`src/rtl/dmem_io_responder.sv`:
```
// Memory-mapped I/O responder on the dmem port: TX/RX byte FIFOs, status register, cycle counter in a 16-word window.
// Latency: loads are combinational (pass-through or I/O register); stores and pops commit on the closing clock edge.
// Backpressure: tx_valid/tx_ready drains TX, rx_ready deasserts when RX is full; a full TX drops the store and flags overflow.
module dmem_io_responder #(
  parameter logic [11:0] IO_BASE = 12'hFF0,
  parameter int          DEPTH   = 8
) (
  input  logic        clock,
  input  logic        reset,
  input  logic [11:0] cpu_address,
  input  logic [31:0] cpu_wdata,
  input  logic        cpu_wren,
  input  logic        cpu_rden,
  output logic [31:0] cpu_rdata,
  output logic [11:0] mem_address,
  output logic [31:0] mem_wdata,
  output logic        mem_wren,
  input  logic [31:0] mem_q,
  output logic        tx_valid,
  output logic [7:0]  tx_data,
  input  logic        tx_ready,
  input  logic        rx_valid,
  input  logic [7:0]  rx_data,
  output logic        rx_ready
);

  // Pointer width indexes DEPTH entries; count width must also hold DEPTH itself.
  localparam int            PW       = $clog2(DEPTH);
  localparam int            CW       = $clog2(DEPTH + 1);
  localparam logic [CW-1:0] FULL_CNT = CW'(DEPTH);

  localparam logic [3:0] OFF_TXDATA = 4'd0;
  localparam logic [3:0] OFF_RXDATA = 4'd1;
  localparam logic [3:0] OFF_STATUS = 4'd2;
  localparam logic [3:0] OFF_CYCLES = 4'd3;

  // ---------------------------------------------------------------------------
  // State
  // ---------------------------------------------------------------------------
  logic [7:0]    tx_mem_q [DEPTH];
  logic [7:0]    rx_mem_q [DEPTH];

  logic [PW-1:0] tx_rd_q, tx_rd_d;
  logic [PW-1:0] tx_wr_q, tx_wr_d;
  logic [CW-1:0] tx_cnt_q, tx_cnt_d;
  logic [PW-1:0] rx_rd_q, rx_rd_d;
  logic [PW-1:0] rx_wr_q, rx_wr_d;
  logic [CW-1:0] rx_cnt_q, rx_cnt_d;
  logic          tx_ovf_q, tx_ovf_d;
  logic          rx_udf_q, rx_udf_d;
  logic [31:0]   cycles_q, cycles_d;

  // ---------------------------------------------------------------------------
  // Address decode and bus qualifiers
  // ---------------------------------------------------------------------------
  logic       io_hit;
  logic [3:0] offset;
  logic       io_wr;
  logic       io_rd;

  assign io_hit = (cpu_address[11:4] == IO_BASE[11:4]);
  assign offset = cpu_address[3:0];
  assign io_wr  = cpu_wren & io_hit;
  // A simultaneous store wins: read side effects only happen on pure loads.
  assign io_rd  = cpu_rden & ~cpu_wren & io_hit;

  // dmem sees every access, but never a store that landed in the I/O window.
  assign mem_address = cpu_address;
  assign mem_wdata   = cpu_wdata;
  assign mem_wren    = cpu_wren & ~io_hit;

  // ---------------------------------------------------------------------------
  // FIFO handshakes
  // ---------------------------------------------------------------------------
  logic tx_full;
  logic tx_empty;
  logic rx_full;
  logic rx_empty;
  logic tx_pop;
  logic tx_push_req;
  logic tx_push;
  logic rx_push;
  logic rx_pop_req;
  logic rx_pop;
  logic status_wr;

  assign tx_full  = (tx_cnt_q == FULL_CNT);
  assign tx_empty = (tx_cnt_q == '0);
  assign rx_full  = (rx_cnt_q == FULL_CNT);
  assign rx_empty = (rx_cnt_q == '0);

  assign tx_valid = ~tx_empty;
  assign tx_data  = tx_mem_q[tx_rd_q];
  assign rx_ready = ~rx_full & ~reset;

  assign tx_pop      = tx_valid & tx_ready;
  assign tx_push_req = io_wr & (offset == OFF_TXDATA);
  // A pop in the same cycle frees the slot, so a full FIFO still takes the byte.
  assign tx_push     = tx_push_req & (~tx_full | tx_pop);

  assign rx_push    = rx_valid & rx_ready;
  assign rx_pop_req = io_rd & (offset == OFF_RXDATA);
  // Emptiness is judged before this cycle's push, so pop+push on empty is an underflow.
  assign rx_pop     = rx_pop_req & ~rx_empty;

  assign status_wr = io_wr & (offset == OFF_STATUS);

  // ---------------------------------------------------------------------------
  // Read mux
  // ---------------------------------------------------------------------------
  logic [31:0] status_w;
  logic [31:0] io_rdata;

  // Assemble STATUS from live counts and sticky flags.
  always_comb begin
    status_w       = '0;
    status_w[3:0]  = 4'(tx_cnt_q);
    status_w[7:4]  = 4'(rx_cnt_q);
    status_w[8]    = tx_full;
    status_w[9]    = rx_empty;
    status_w[10]   = tx_ovf_q;
    status_w[11]   = rx_udf_q;
  end

  // Select the I/O register for the current offset, then pick I/O vs dmem data.
  always_comb begin
    io_rdata = '0;
    case (offset)
      OFF_RXDATA: io_rdata = rx_empty ? 32'd0 : {24'd0, rx_mem_q[rx_rd_q]};
      OFF_STATUS: io_rdata = status_w;
      OFF_CYCLES: io_rdata = cycles_q;
      default:    io_rdata = '0;
    endcase
    cpu_rdata = io_hit ? io_rdata : mem_q;
  end

  // ---------------------------------------------------------------------------
  // Next-state logic
  // ---------------------------------------------------------------------------

  // Advance pointers and counts for whichever of push/pop happen this cycle.
  always_comb begin
    tx_rd_d  = tx_rd_q;
    tx_wr_d  = tx_wr_q;
    tx_cnt_d = tx_cnt_q;
    rx_rd_d  = rx_rd_q;
    rx_wr_d  = rx_wr_q;
    rx_cnt_d = rx_cnt_q;

    if (tx_pop)  tx_rd_d = tx_rd_q + PW'(1);
    if (tx_push) tx_wr_d = tx_wr_q + PW'(1);
    case ({tx_push, tx_pop})
      2'b10:   tx_cnt_d = tx_cnt_q + CW'(1);
      2'b01:   tx_cnt_d = tx_cnt_q - CW'(1);
      default: tx_cnt_d = tx_cnt_q;
    endcase

    if (rx_pop)  rx_rd_d = rx_rd_q + PW'(1);
    if (rx_push) rx_wr_d = rx_wr_q + PW'(1);
    case ({rx_push, rx_pop})
      2'b10:   rx_cnt_d = rx_cnt_q + CW'(1);
      2'b01:   rx_cnt_d = rx_cnt_q - CW'(1);
      default: rx_cnt_d = rx_cnt_q;
    endcase
  end

  // Sticky error flags: software clear first, so a same-cycle set overrides it.
  always_comb begin
    tx_ovf_d = tx_ovf_q;
    rx_udf_d = rx_udf_q;
    if (status_wr && cpu_wdata[10]) tx_ovf_d = 1'b0;
    if (status_wr && cpu_wdata[11]) rx_udf_d = 1'b0;
    if (tx_push_req && tx_full && !tx_pop) tx_ovf_d = 1'b1;
    if (rx_pop_req && rx_empty) rx_udf_d = 1'b1;
    cycles_d = cycles_q + 32'd1;
  end

  // ---------------------------------------------------------------------------
  // Registers
  // ---------------------------------------------------------------------------

  // Control state with synchronous reset; reset discards queued bytes by zeroing counts.
  always_ff @(posedge clock) begin
    if (reset) begin
      tx_rd_q  <= '0;
      tx_wr_q  <= '0;
      tx_cnt_q <= '0;
      rx_rd_q  <= '0;
      rx_wr_q  <= '0;
      rx_cnt_q <= '0;
      tx_ovf_q <= 1'b0;
      rx_udf_q <= 1'b0;
      cycles_q <= '0;
    end else begin
      tx_rd_q  <= tx_rd_d;
      tx_wr_q  <= tx_wr_d;
      tx_cnt_q <= tx_cnt_d;
      rx_rd_q  <= rx_rd_d;
      rx_wr_q  <= rx_wr_d;
      rx_cnt_q <= rx_cnt_d;
      tx_ovf_q <= tx_ovf_d;
      rx_udf_q <= rx_udf_d;
      cycles_q <= cycles_d;
    end
  end

  // FIFO storage needs no reset; writes are blocked during reset so no stale byte lands.
  always_ff @(posedge clock) begin
    if (!reset && tx_push) tx_mem_q[tx_wr_q] <= cpu_wdata[7:0];
    if (rx_push)           rx_mem_q[rx_wr_q] <= rx_data;
  end

endmodule

```
`config.mk`:
```
export PLATFORM = sky130hd
export DESIGN_NAME = dmem_io_responder
export DESIGN_NICKNAME = d
export VERILOG_FILES = /design/src/rtl/dmem_io_responder.sv
export SDC_FILE = /design/constraint.sdc
export NUM_CORES = 1
export LEC_CHECK = 0
export BUFFER_PORTS_ARGS = -buffer_cell sky130_fd_sc_hd__buf_2
export CAP_MARGIN = 40
export CORE_MARGIN = 4
export CORE_UTILIZATION = 60
export CTS_BUF_LIST = sky130_fd_sc_hd__clkbuf_4
export CTS_CLUSTER_DIAMETER = 120
export CTS_CLUSTER_SIZE = 24
export DETAILED_ROUTE_END_ITERATION = 10
export PLACE_DENSITY = 0.95
export REMOVE_ABC_BUFFERS = 1
export SYNTH_ARGS = -nofsm -noshare
export SYNTH_HDL_FRONTEND = slang
export SYNTH_SLANG_ARGS = --single-unit
export TNS_END_PERCENT = 20
```
`constraint.sdc`:
```
create_clock -name clock -period 3.8 [get_ports clock]
set_input_delay 0.38 -clock clock [delete_from_list [all_inputs] [get_ports clock]]
set_output_delay 0.38 -clock clock [all_outputs]
set_load 0.01 [all_outputs]
```
* Yosys cells after proc, flatten, opt, wreduce, memory -nomap -nowiden
Memories as Yosys holds them, arrays and structs flattened. A register that Yosys moved wholly into a read port is not among the register bits.
Index checks and enable logic that the tools add are counted.
** Cells by class
- Shifts and indexed selects :: 0
- Reduce and logical (&&, ||, !) cells :: 15
- Divide/modulo/power cells :: 0
- Multipliers :: 0
- $lt $le $gt $ge :: 0
- Equal/unequal tests :: 10
- Bitwise logic cells :: 20
- Mux-type cells :: 17
- $add $sub $neg :: 9
** Operator list (count)
- one-hot mux 32 bit (3 select lines) :: 1
- adder 32 x 1 -> 32 bit, second input constant :: 1
- two-way mux 32 bit :: 1
- one-hot mux 4 bit (2 select lines) :: 2
- adder 3 x 1 -> 3 bit, second input constant :: 4
- bitwise AND 1 bit :: 12
- logical NOT 4 bit :: 3
- two-way mux 3 bit :: 4
- adder 4 x 1 -> 4 bit, second input constant :: 2
- equality test 4 x 2 -> 1 bit, second input constant :: 2
- equality test 4 bit, second input constant :: 2
- equality test 8 bit, second input constant :: 1
- two-way mux 1 bit :: 8
- two-way mux 8 bit :: 1
- nonzero test 2 bit :: 4
- subtractor 4 x 1 -> 4 bit, second input constant :: 2
- inverter 1 bit :: 7
- logical AND 1 bit :: 6
- equality test 2 x 1 -> 1 bit, second input constant :: 2
- equality test 2 bit, second input constant :: 2
- equality test 4 x 1 -> 1 bit, second input constant :: 1
- logical NOT 1 bit :: 2
- OR 1 bit :: 1
** Word-level totals
- RAM bits :: 128
- Memories :: 2
- Flip-flop bits (word level) :: 54
- Memory bits (read-only) :: 0
- Latch bits :: 0
- Output and inout port bits :: 87
** Memory list
- rx_mem_q :: words 8, bits a word 8, rd ports 1, clocked after memory_dff 1, write ports 1, line 41 : logic [7:0] rx_mem_q [DEPTH];
- tx_mem_q :: words 8, bits a word 8, rd ports 1, clocked after memory_dff 1, write ports 1, line 40 : logic [7:0] tx_mem_q [DEPTH];

* Longest topological paths before layout
Gate-level depths: netlist (run 1).
- Depth after elaboration :: 8
- Depth in mapped cells :: 11
- Gate-level depth less buffers :: 10

* Worst setup path before layout (run 1)
Ideal clock, no wire load.
- Path type :: flip-flop to flip-flop
- Start :: register rx_cnt_q[1]
- End :: register rx_cnt_q[2]
- Stages on the path, launching flop included :: 12
- Arrival time :: 2.483 ns
- Buffers on the path :: 1
- Required time :: 3.730 ns
- Setup slack :: 1.247 ns
- Period minus slack after synthesis :: 2.553 ns
- Cell sequence :: dfxtp_1 > clkbuf_1 > nor3_1 > a211oi_1 > inv_1 > ha_1 > xor2_1 > ha_1 > a21oi_1 > xor2_1 > or3_1 > a21oi_1
** Between the ends
- Word-level cells in the longest chain between the ends :: 6
- Elaborated cells on any way between the ends :: 13
- Those cells by class :: add/sub: 2; eq/ne: 3; mux: 1; bitwise: 5; reduce/logical: 2
** Ends and longest elaborated chain
- from (decl) :: line 48 : logic [CW-1:0] rx_cnt_q, rx_cnt_d;
- from (signal assigned) :: line 200 : rx_cnt_q <= rx_cnt_d;
- equality test 4 bit :: line 89 : assign rx_full = (rx_cnt_q == FULL_CNT);
- inverter 1 bit :: line 94 : assign rx_ready = ~rx_full & ~reset;
- bitwise AND 1 bit :: line 94
- bitwise AND 1 bit :: line 101 : assign rx_push = rx_valid & rx_ready;
- equality test 2 x 1 -> 1 bit or equality test 2 bit (tied branches) :: line 160 : case ({rx_push, rx_pop})
- one-hot mux 4 bit (2 select lines) or nonzero test 2 bit (tied branches)
Several ways; a longest one is shown, not always the timed one.
A chain may end at the register's enable or synchronous reset.

* Worst setup path in the final report (run 1)
- Start :: register rx_cnt_q[1]
- End :: output cpu_rdata[1]
** Between the ends
- Word-level cells in the longest chain between the ends :: 4
** Ends and longest elaborated chain
- logical NOT 4 bit :: line 90 : assign rx_empty = (rx_cnt_q == '0);
- two-way mux 8 bit :: line 129 : OFF_RXDATA: io_rdata = rx_empty ? 32'd0 : {24'd0, rx_mem_q[rx_rd_q]};
- one-hot mux 32 bit (3 select lines) :: line 128 : case (offset)
- two-way mux 32 bit :: line 134 : cpu_rdata = io_hit ? io_rdata : mem_q;
- to (decl) :: line 14 : output logic [31:0] cpu_rdata,
No other way between the ends.

==> impl_metrics.json, run 1 <==
{
  "status": "finished clean",
  "finalSetupViolations": 0,
  "yosys.area_share.xor_xnor_pct": 1.41,
  "holdBufCountCts": 0,
  "dr_total_vias": 5909,
  "p_total_mw": 3.41,
  "grt_pass1_wl_microns": 29200,
  "rows": 43,
  "yosysWarnings": 0,
  "numPortBuffers": 132,
  "layout-drive-gt1-share_pct": 29.2,
  "cts-resized-gates": 0,
  "synth_seq_area_share_pct": 58.2,
  "path_cells": "nor4_1 -> nor3_1 -> nand2_1 -> o221ai_1 -> buf_2",
  "cp-end-kind": "output port",
  "cts_setup_buffers": 0,
  "drv_cap": 0,
  "wl_per_cell_microns": 19.8,
  "first_global_vias": 5568,
  "clockRootBuffer": "clkbuf_4",
  "gp_congestion": 0.915,
  "cts.htree.levels": 4,
  "area_delta_synth_final_pct": 8.37,
  "dr.pass1.iters": 5,
  "p_leak_nw": 3.23,
  "final_cell_mix": "132 x buf_2, 128 x edfxtp_1, 60 x dfxtp_1, 44 x nor2_1, 36 x nand2_1",
  "synth-compound-area-share_pct": 8.95,
  "routed_wl_microns": 18700,
  "grt.total_usage_pct": 23.2,
  "fin_skew_ns": 0.0163,
  "netlist.area_leader.share_pct": 44.3,
  "tightest_slew_ns": 0.900,
  "setup_tns_ns": 0,
  "critPathTopFamily": "simple AND/OR/NAND/NOR gates",
  "slew_viol_final": 0,
  "synth_fa_ha_area_share_pct": 1.67,
  "synthCells": 669,
  "numClockSinks": 188,
  "grt_max_degree": 64,
  "worst_ep_required_time_ns": 3.42,
  "ys_ff_latch": 188,
  "worst_path_max_delay_cell": "nor4_1",
  "min_period_ns": 2.89,
  "critPathArrivalTime_ns": 2.51,
  "path_clk_slew_ns": 0.14,
  "cts_tree": "done",
  "die_x_microns": 128,
  "async_reset_ff_share_pct": 0,
  "critPathKind": "reg -> out",
  "place_hpwl_microns": 13400,
  "antenna_found_initial": 1,
  "hold_class": "in -> reg",
  "finalCritPeriodShare_pct": 76.0,
  "grt_overflow": 0,
  "io_pins": 177,
  "crit_buf_inv": 1,
  "cts_buffer_depth": 2,
  "die-area_sq_mm": 0.0164,
  "synth_edf_count": 128,
  "synth-main-ff-cell": "edfxtp_1",
  "design.core.area_sq_mm": 0.0140,
  "synth_top_family_by_area": "simple AND/OR/NAND/NOR gates",
  "diodes": 0,
  "drcViolationCount": 0,
  "layout_commonest_cell": "buf_2",
  "p_per_area_mw_per_mm2": 363,
  "netlist_area_sq_mm": 0.00867,
  "start_util_pct": 62.0,
  "finalNetCount": 855,
  "cts_buffers": 17,
  "fp.dieH_microns": 128,
  "synth_area_leaders": "edfxtp_1 44%, dfxtp_1 14%, mux4_2 8.3%",
  "ir_drop_v": 0.000306,
  "fmax_ghz": 0.346,
  "drt.antenna.violating_nets": 0,
  "worstSkewPairLatency_ns": 0.56,
  "drt_iter0_drc": 681,
  "yosys.area.top_type": "edfxtp_1",
  "path_max_fanout": 9,
  "avgSynthCellArea_sq_um": 13.0,
  "vias_per_cell": 6.25,
  "rsz0062_at_grt": "false",
  "hold_viol_final": 0,
  "worst_setup_path_start_kind": "flop",
  "holdWs_ns": 0.0830,
  "maxSlewHeadroom_pct": 39.8,
  "cpPeakStageDelay_ns": 0.60,
  "yosys.area_share.simple_pct": 11.8,
  "ys_types": 52,
  "synthMuxAreaShare_pct": 11.8
}
## worst register-to-register path, stage by stage, from the launching register on
cell and delay, ns:
dfxtp_1 0.53, nor4_1 0.16, or3_1 0.44, nor2_1 0.25
ha_1 0.33, xor2_1 0.22, ha_1 0.18, a21oi_1 0.05
xor2_1 0.16, or3_1 0.31, a21oi_1 0.14
## path summary, 6_finish.rpt
check / slack, ns / startpoint / endpoint / depth (start not counted)
worst max register to register: 0.98 / rx_cnt_q[1] / rx_cnt_q[2] / 10
worst min-delay path: 0.08 / rx_data[1] / rx_mem_q[7][1] / 1
worst min register to register: 0.50 / cycles_q[0] / cycles_q[0] / 1
worst max-delay path: 0.91 / rx_cnt_q[1] / cpu_rdata[1] / 5
## registers in the layout, summed over array words and instances (netlist names), named ones only
| register | cells |
|---|---|
| tx_cnt_q | 4 |
| rx_rd_q | 3 |
| rx_cnt_q | 4 |
| rx_udf_q | 1 |
| cycles_q | 32 |
| tx_mem_q | 64 |
| rx_wr_q | 3 |
| tx_ovf_q | 1 |
| tx_rd_q | 3 |
| rx_mem_q | 64 |
| tx_wr_q | 3 |
## cells by family after synthesis
family,after synthesis
mux,60
flops,188
fa+ha+maj,11
buf+inv,94
simple gates,188
compound gates,114
xor+xnor,14
## cell type report
type / instances / area [sq um]
Inverter: 16 / 60.1
Fill cell: 1001 / 4600
Multi-Input combinational cell: 387 / 3090
Clock buffer: 18 / 135
Sequential cell: 188 / 5040
Timing Repair Buffer: 144 / 758
Tap cell: 180 / 225
Clock inverter: 13 / 78.8
## cells in the mapped netlist (2+ instances only)
| cell type | n |
|---|---|
| xor2_1 | 7 |
| nand4_1 | 10 |
| and3_1 | 2 |
| or3_1 | 11 |
| ha_1 | 10 |
| clkbuf_1 | 24 |
| and3b_1 | 2 |
| a21o_1 | 2 |
| nand2_1 | 36 |
| mux2i_1 | 12 |
| o211ai_1 | 2 |
| nand3_1 | 11 |
| edfxtp_1 | 128 |
| dfxtp_1 | 60 |
| buf_2 | 5 |
| o21ai_0 | 18 |
| xnor2_1 | 7 |
| mux4_2 | 32 |
| a21oi_1 | 32 |
| nor2_1 | 44 |
| a22o_1 | 20 |
| and2_1 | 2 |
| a22oi_1 | 11 |
| or4_1 | 17 |
| inv_1 | 16 |
| and4_1 | 7 |
| nor3b_1 | 2 |
| nor3_1 | 13 |
| mux2_2 | 16 |
| buf_1 | 4 |
| nand2b_1 | 8 |
| o31ai_1 | 13 |
| o221ai_1 | 8 |
| or4b_2 | 2 |
| nor2b_1 | 8 |
| buf_4 | 44 |
| nand4b_1 | 2 |
| nand3b_1 | 3 |
| nor4_1 | 5 |
## stage by stage
step	cell area [sq um]	setup WS, ns	instances	util, %
3_3_place_gp	9150	1.11	912	65.4
4_1_cts	9390	0.894	945	67.1
5_1_grt	9390	0.715	946	67.1
3_5_place_dp	9170	0.928	914	65.6
6_report	9390	0.911	946	67.1
2_1_floorplan	8200	1.37	591	-
## layer usage
layer  wire length [microns]  GRT usage (%)  part of all wire, %
met1                    7730           31.4                   41
met4                     455           8.80                  2.4
met3                    1370           5.42                  7.3
met2                    9150           36.9                   49
met5                       7              0                0.037
## where the power goes
part,switching (mW),internal (mW),leakage [nW]
Combinational,0.166,0.140,1.48
Clock,0.633,0.252,0.109
Sequential,0.0206,2.20,1.64
No activity file was read; power rests on OpenSTA's default activity.
==> inputs of run 2 (changes only) <==
Settings changed: CORE_UTILIZATION 60 to 51, PLACE_DENSITY 0.95 to 0.89.
Clock period 3.8 ns to 2.5 ns, I/O delays scaled along.
==> impl_metrics.json, run 2 (same netlist as run 1, synthesis figures left out) <==
{
  "status": "finished clean",
  "die-area_sq_mm": 0.0191,
  "worst_path_max_delay_cell": "mux4_2",
  "area_delta_synth_final_pct": 16.2,
  "maxSlewHeadroom_pct": 54.9,
  "place_hpwl_microns": 13600,
  "rows": 47,
  "rsz0062_at_grt": "true",
  "layout-drive-gt1-share_pct": 32.9,
  "setup_tns_ns": 0,
  "fin_util_pct": 60.5,
  "path_clk_slew_ns": 0.16,
  "finalNetCount": 908,
  "drcViolationCount": 0,
  "critPathKind": "reg -> out",
  "fill_cells": 1252,
  "path_cells": "buf_12 -> mux4_2 -> mux2i_1 -> o221ai_1 -> buf_2",
  "tightest_slew_ns": 0.677,
  "slew_viol_final": 0,
  "final_cell_mix": "132 x buf_2, 128 x edfxtp_1, 57 x dfxtp_1, 44 x nor2_1, 42 x buf_4",
  "cp-end-kind": "output port",
  "routed_wl_microns": 19600,
  "dr.pass1.iters": 5,
  "cts_buffer_depth": 2,
  "p_leak_nw": 3.56,
  "fin_skew_ns": 0.0290,
  "cts_buffers": 17,
  "worst_setup_path_start_kind": "flop",
  "die_x_microns": 138,
  "first_global_vias": 5959,
  "path_max_fanout": 8,
  "fmax_ghz": 0.401,
  "hold_class": "in -> reg",
  "numClockSinks": 188,
  "grt_pass1_wl_microns": 31000,
  "cts_setup_buffers": 0,
  "finalCritPeriodShare_pct": 99.7,
  "drt_iter0_drc": 406,
  "multi_input_area_sq_mm": 0.00312,
  "grt.total_usage_pct": 20.2,
  "p_total_mw": 5.58,
  "grt_overflow": 0,
  "worst_ep_required_time_ns": 2.25,
  "fp.dieH_microns": 138,
  "vias_per_cell": 5.75,
  "min_period_ns": 2.49,
  "io_pins": 177,
  "clockRootBuffer": "clkbuf_4",
  "numPortBuffers": 132,
  "dp_slack_ns": 0.139,
  "setup_slack_ns": 0.00753,
  "wl_per_cell_microns": 18.8,
  "cts_tree": "done",
  "grt_max_degree": 68,
  "hold_viol_final": 0,
  "drv_cap": 0,
  "regArea_sq_mm": 0.00505,
  "cts.htree.levels": 4,
  "ir_drop_v": 0.000727,
  "antenna_found_initial": 1,
  "reg_top3": "rx_mem_q x64, tx_mem_q x64, cycles_q x32",
  "critPathArrivalTime_ns": 2.24,
  "worstSkewPairLatency_ns": 0.60,
  "design.core.area_sq_mm": 0.0166,
  "start_util_pct": 52.1,
  "cpPeakStageDelay_ns": 0.52,
  "gp_congestion": 0.887,
  "dr_total_vias": 5981,
  "finalSetupViolations": 0,
  "layout_commonest_cell": "buf_2",
  "p_per_area_mw_per_mm2": 554,
  "drt.antenna.violating_nets": 0
}
==> run 2: cell types whose count changed in the layout (fill, tap and decap cells not counted), sizes merged <==
cell | before | now
clkinvlp | 5 | 1
clkinv | 7 | 4
inv | 17 | 25
diode | 0 | 1
clkbuf | 18 | 19
buf | 144 | 176
dlygate4sd3 | 0 | 19
bufinv | 0 | 1
==> run 2: worst paths after layout <==
check               startpoint            to  slack (ns)  depth (start not counted)
setup / recovery          flop  cpu_rdata[0]       0.008                          5
hold / removal        cpu_wren      rx_udf_q        0.10                          3
setup reg to reg   rx_cnt_q[2]   rx_cnt_q[2]        0.18                         10
hold reg to reg   cycles_q[29]  cycles_q[29]        0.51                          2
==> run 2: timing repair <==
| item | 4_1_cts | 5_1_grt |
|---|---|---|
| gates resized for setup | 8 | 8 |
| hold buffers | 19 | 0 |
| endpoints found under the setup margin | 16 | 16 |
| cloned | 0 | 2 |
| pin swaps | 0 | 1 |
| hold endpoints to repair | 132 | 0 |
==> run 2: through the flow <==
| stage | hold slack (ns) | cell area (sq um) | instances |
|---|---|---|---|
| 2_1_floorplan | 0.317 | 8200 | 591 |
| 3_3_place_gp | 0.461 | 9460 | 987 |
| 3_5_place_dp | 0.482 | 9460 | 987 |
| 4_1_cts | 0.0314 | 9980 | 1038 |
| 5_1_grt | 0.0777 | 10100 | 1041 |
| 6_report | 0.101 | 10100 | 1041 |
==> run 2: final cells by class <==
cell class | count | share of cell area [%]
flip-flops and latches | 188 | 50.2
multi-input cells | 387 | 31.0
repair buffers | 197 | 12.5
well taps | 220 | 2.73
clock inverters | 15 | 1.73
clock buffers | 17 | 1.27
inverters | 16 | 0.597
diodes | 1 | 0.0249
==> run 2: routing by layer <==
layer,global-route usage (%),share of wire (%)
met1,25.5,41
met2,33.4,51
met3,6.04,5.9
met4,6.71,2.1
met5,0,0
==> run 2: critical path, delay by kind of cell (launching register included) <==
kind / cells / cell delay [ns]
muxes: 2 / 0.74
DFF: 1 / 0.41
AOI/OAI and AO/OA: 1 / 0.18
buffers and inverters: 2 / 0.33
==> run 2: where the power goes <==
part,switching [mW],internal (mW)
clock network,1.12,0.552
logic,0.265,0.262
registers,0.0294,3.35
total,1.42,4.16
==> inputs of run 3 (changes only) <==
Settings changed: PLACE_DENSITY 0.89 to 0.88.
==> impl_metrics.json, run 3 (same netlist as run 1, synthesis figures left out) <==
{
  "hold_start": "tx_ready",
  "rsz0062_at_grt": "true",
  "cts_buffers": 17,
  "wl_per_cell_microns": 18.9,
  "r2r-start": "rx_cnt_q[2]",
  "rows": 47,
  "area_delta_synth_final_pct": 16.8,
  "antenna_found_initial": 0,
  "dr.pass1.iters": 5,
  "path_clk_slew_ns": 0.16,
  "worst_ep_required_time_ns": 2.25,
  "worst_setup_path_start_kind": "flop",
  "reg_top3": "rx_mem_q x64, tx_mem_q x64, cycles_q x32",
  "maxSlewHeadroom_pct": 54.7,
  "clockRootBuffer": "clkbuf_4",
  "worstSkewPairLatency_ns": 0.58,
  "grt.total_usage_pct": 20.5,
  "fmax_ghz": 0.414,
  "p_total_mw": 5.66,
  "cts.htree.levels": 4,
  "critPathKind": "reg -> out",
  "drcViolationCount": 0,
  "hold_viol_final": 0,
  "switchingPower_mw": 1.41,
  "holdWs_ns": 0.0555,
  "numPortBuffers": 132,
  "numClockSinks": 188,
  "drt_iter0_drc": 381,
  "place_hpwl_microns": 13700,
  "drt.antenna.violating_nets": 0,
  "internal_power_mw": 4.25,
  "fp.dieH_microns": 138,
  "p_per_area_mw_per_mm2": 559,
  "finalNetCount": 909,
  "io_pins": 177,
  "fin_skew_ns": 0.0256,
  "grt_max_degree": 68,
  "path_cells": "buf_12 -> mux4_2 -> mux2i_4 -> o221ai_2 -> buf_2",
  "die-area_sq_mm": 0.0191,
  "path_max_fanout": 8,
  "final_cell_mix": "132 x buf_2, 128 x edfxtp_1, 56 x dfxtp_1, 44 x nor2_1, 44 x buf_4",
  "die_x_microns": 138,
  "r2r_cells": 10,
  "critPathArrivalTime_ns": 2.17,
  "layout-drive-gt1-share_pct": 33.7,
  "grt_pass1_wl_microns": 31000,
  "gp_congestion": 0.838,
  "finalCritPeriodShare_pct": 96.6,
  "grt_overflow": 0,
  "design.core.area_sq_mm": 0.0166,
  "status": "finished clean",
  "first_global_vias": 5764,
  "cts_tree": "done",
  "layout_commonest_cell": "buf_2",
  "r2r-end": "rx_cnt_q[2]",
  "cts_buffer_depth": 2,
  "routed_wl_microns": 19700,
  "cp-end-kind": "output port",
  "setup_tns_ns": 0,
  "place_area_sq_mm": 0.00950,
  "dr_total_vias": 5946,
  "p_comb_share_pct": 9.2,
  "cpPeakStageDelay_ns": 0.53,
  "min_period_ns": 2.42,
  "hold_class": "in -> reg",
  "p_seq_share_pct": 59.6,
  "rrSetupSlack_ns": 0.18,
  "start_util_pct": 52.1,
  "ir_drop_v": 0.000659,
  "worst_path_max_delay_cell": "mux4_2",
  "final_area_sq_mm": 0.0101,
  "tightest_slew_ns": 0.680,
  "drv_cap": 0,
  "diodes": 0,
  "clock_power_share_pct": 31.3,
  "p_leak_nw": 3.60,
  "switching_share_pct": 24.9,
  "finalSetupViolations": 0,
  "setup_slack_ns": 0.0843,
  "slew_viol_final": 0,
  "whs_path_depth": 4,
  "dp_slack_ns": -0.0165,
  "vias_per_cell": 5.71,
  "worstHoldEndpoint": "tx_rd_q[1]"
}
==> run 3: changes by cell type in the layout (fill, tap and decap cells not counted), sizes merged <==
cell	delta
dlygate4sd3	-1
diode	-1
buf	+3
clkbuf	-1
clkinv	-1
bufinv	+1
==> run 3: what timing repair did <==
item | in CTS | in global routing
hold buffers | 18 | 0
setup endpoints to repair | 16 | 17
resized for setup | 9 | 15
cloned | 0 | 1
setup buffers | 0 | 0
endpoints found under the hold margin | 130 | 0
pin swaps | 0 | 2
==> run 3: worst max-delay path by stage <==
stage / startpoint / to / slack [ns] / cells after the start
global route: flop / cpu_rdata[3] / -0.05 / 5
detailed placement: cpu_address[1] / rx_cnt_q[2] / -0.02 / 12
finish: flop / cpu_rdata[6] / 0.08 / 5
CTS: rx_cnt_q[2] / cpu_rdata[7] / -0.03 / 6
floorplan: rx_cnt_q[1] / rx_cnt_q[2] / 0.07 / 10
global placement: cpu_address[1] / rx_cnt_q[2] / -0.004 / 12
==> run 3: power groups by stage <==
stage	registers (mW)	logic (mW)	clock network, mW
floorplan	3.46	0.217	0
global placement	3.44	0.472	0
detailed placement	3.44	0.483	0
CTS	3.37	0.512	1.81
global route	3.38	0.568	1.95
finish	3.37	0.518	1.77
==> run 3: stage by stage <==
stage | std cells | utilization, %
2_1_floorplan | 591 | -
3_3_place_gp | 990 | 57.1
3_5_place_dp | 990 | 57.1
4_1_cts | 1040 | 60.3
5_1_grt | 1041 | 60.8
6_report | 1041 | 60.8
==> run 3: final cells by class <==
cell class,count,area [sq um]
multi-input cells,387,3150
flip-flops and latches,188,5050
repair buffers,198,1260
clock inverters,15,195
inverters,16,60.1
clock buffers,17,128
well taps,220,275
fillers,1244,6520
==> run 3: worst max-delay path: cells and delay by family, from the launching register on <==
kind	cells	cell delay (ns)
multiplexers	2	0.72
flip-flops	1	0.42
buffers and inverters	2	0.31
AO/OA/AOI/OAI	1	0.14
==> run 3: metal layers <==
layer / share of wire, % / GRT usage [%]
met5: 0 / 0
met4: 1.0 / 5.46
met3: 6.9 / 5.21
met2: 52 / 34.7
met1: 40 / 26.5
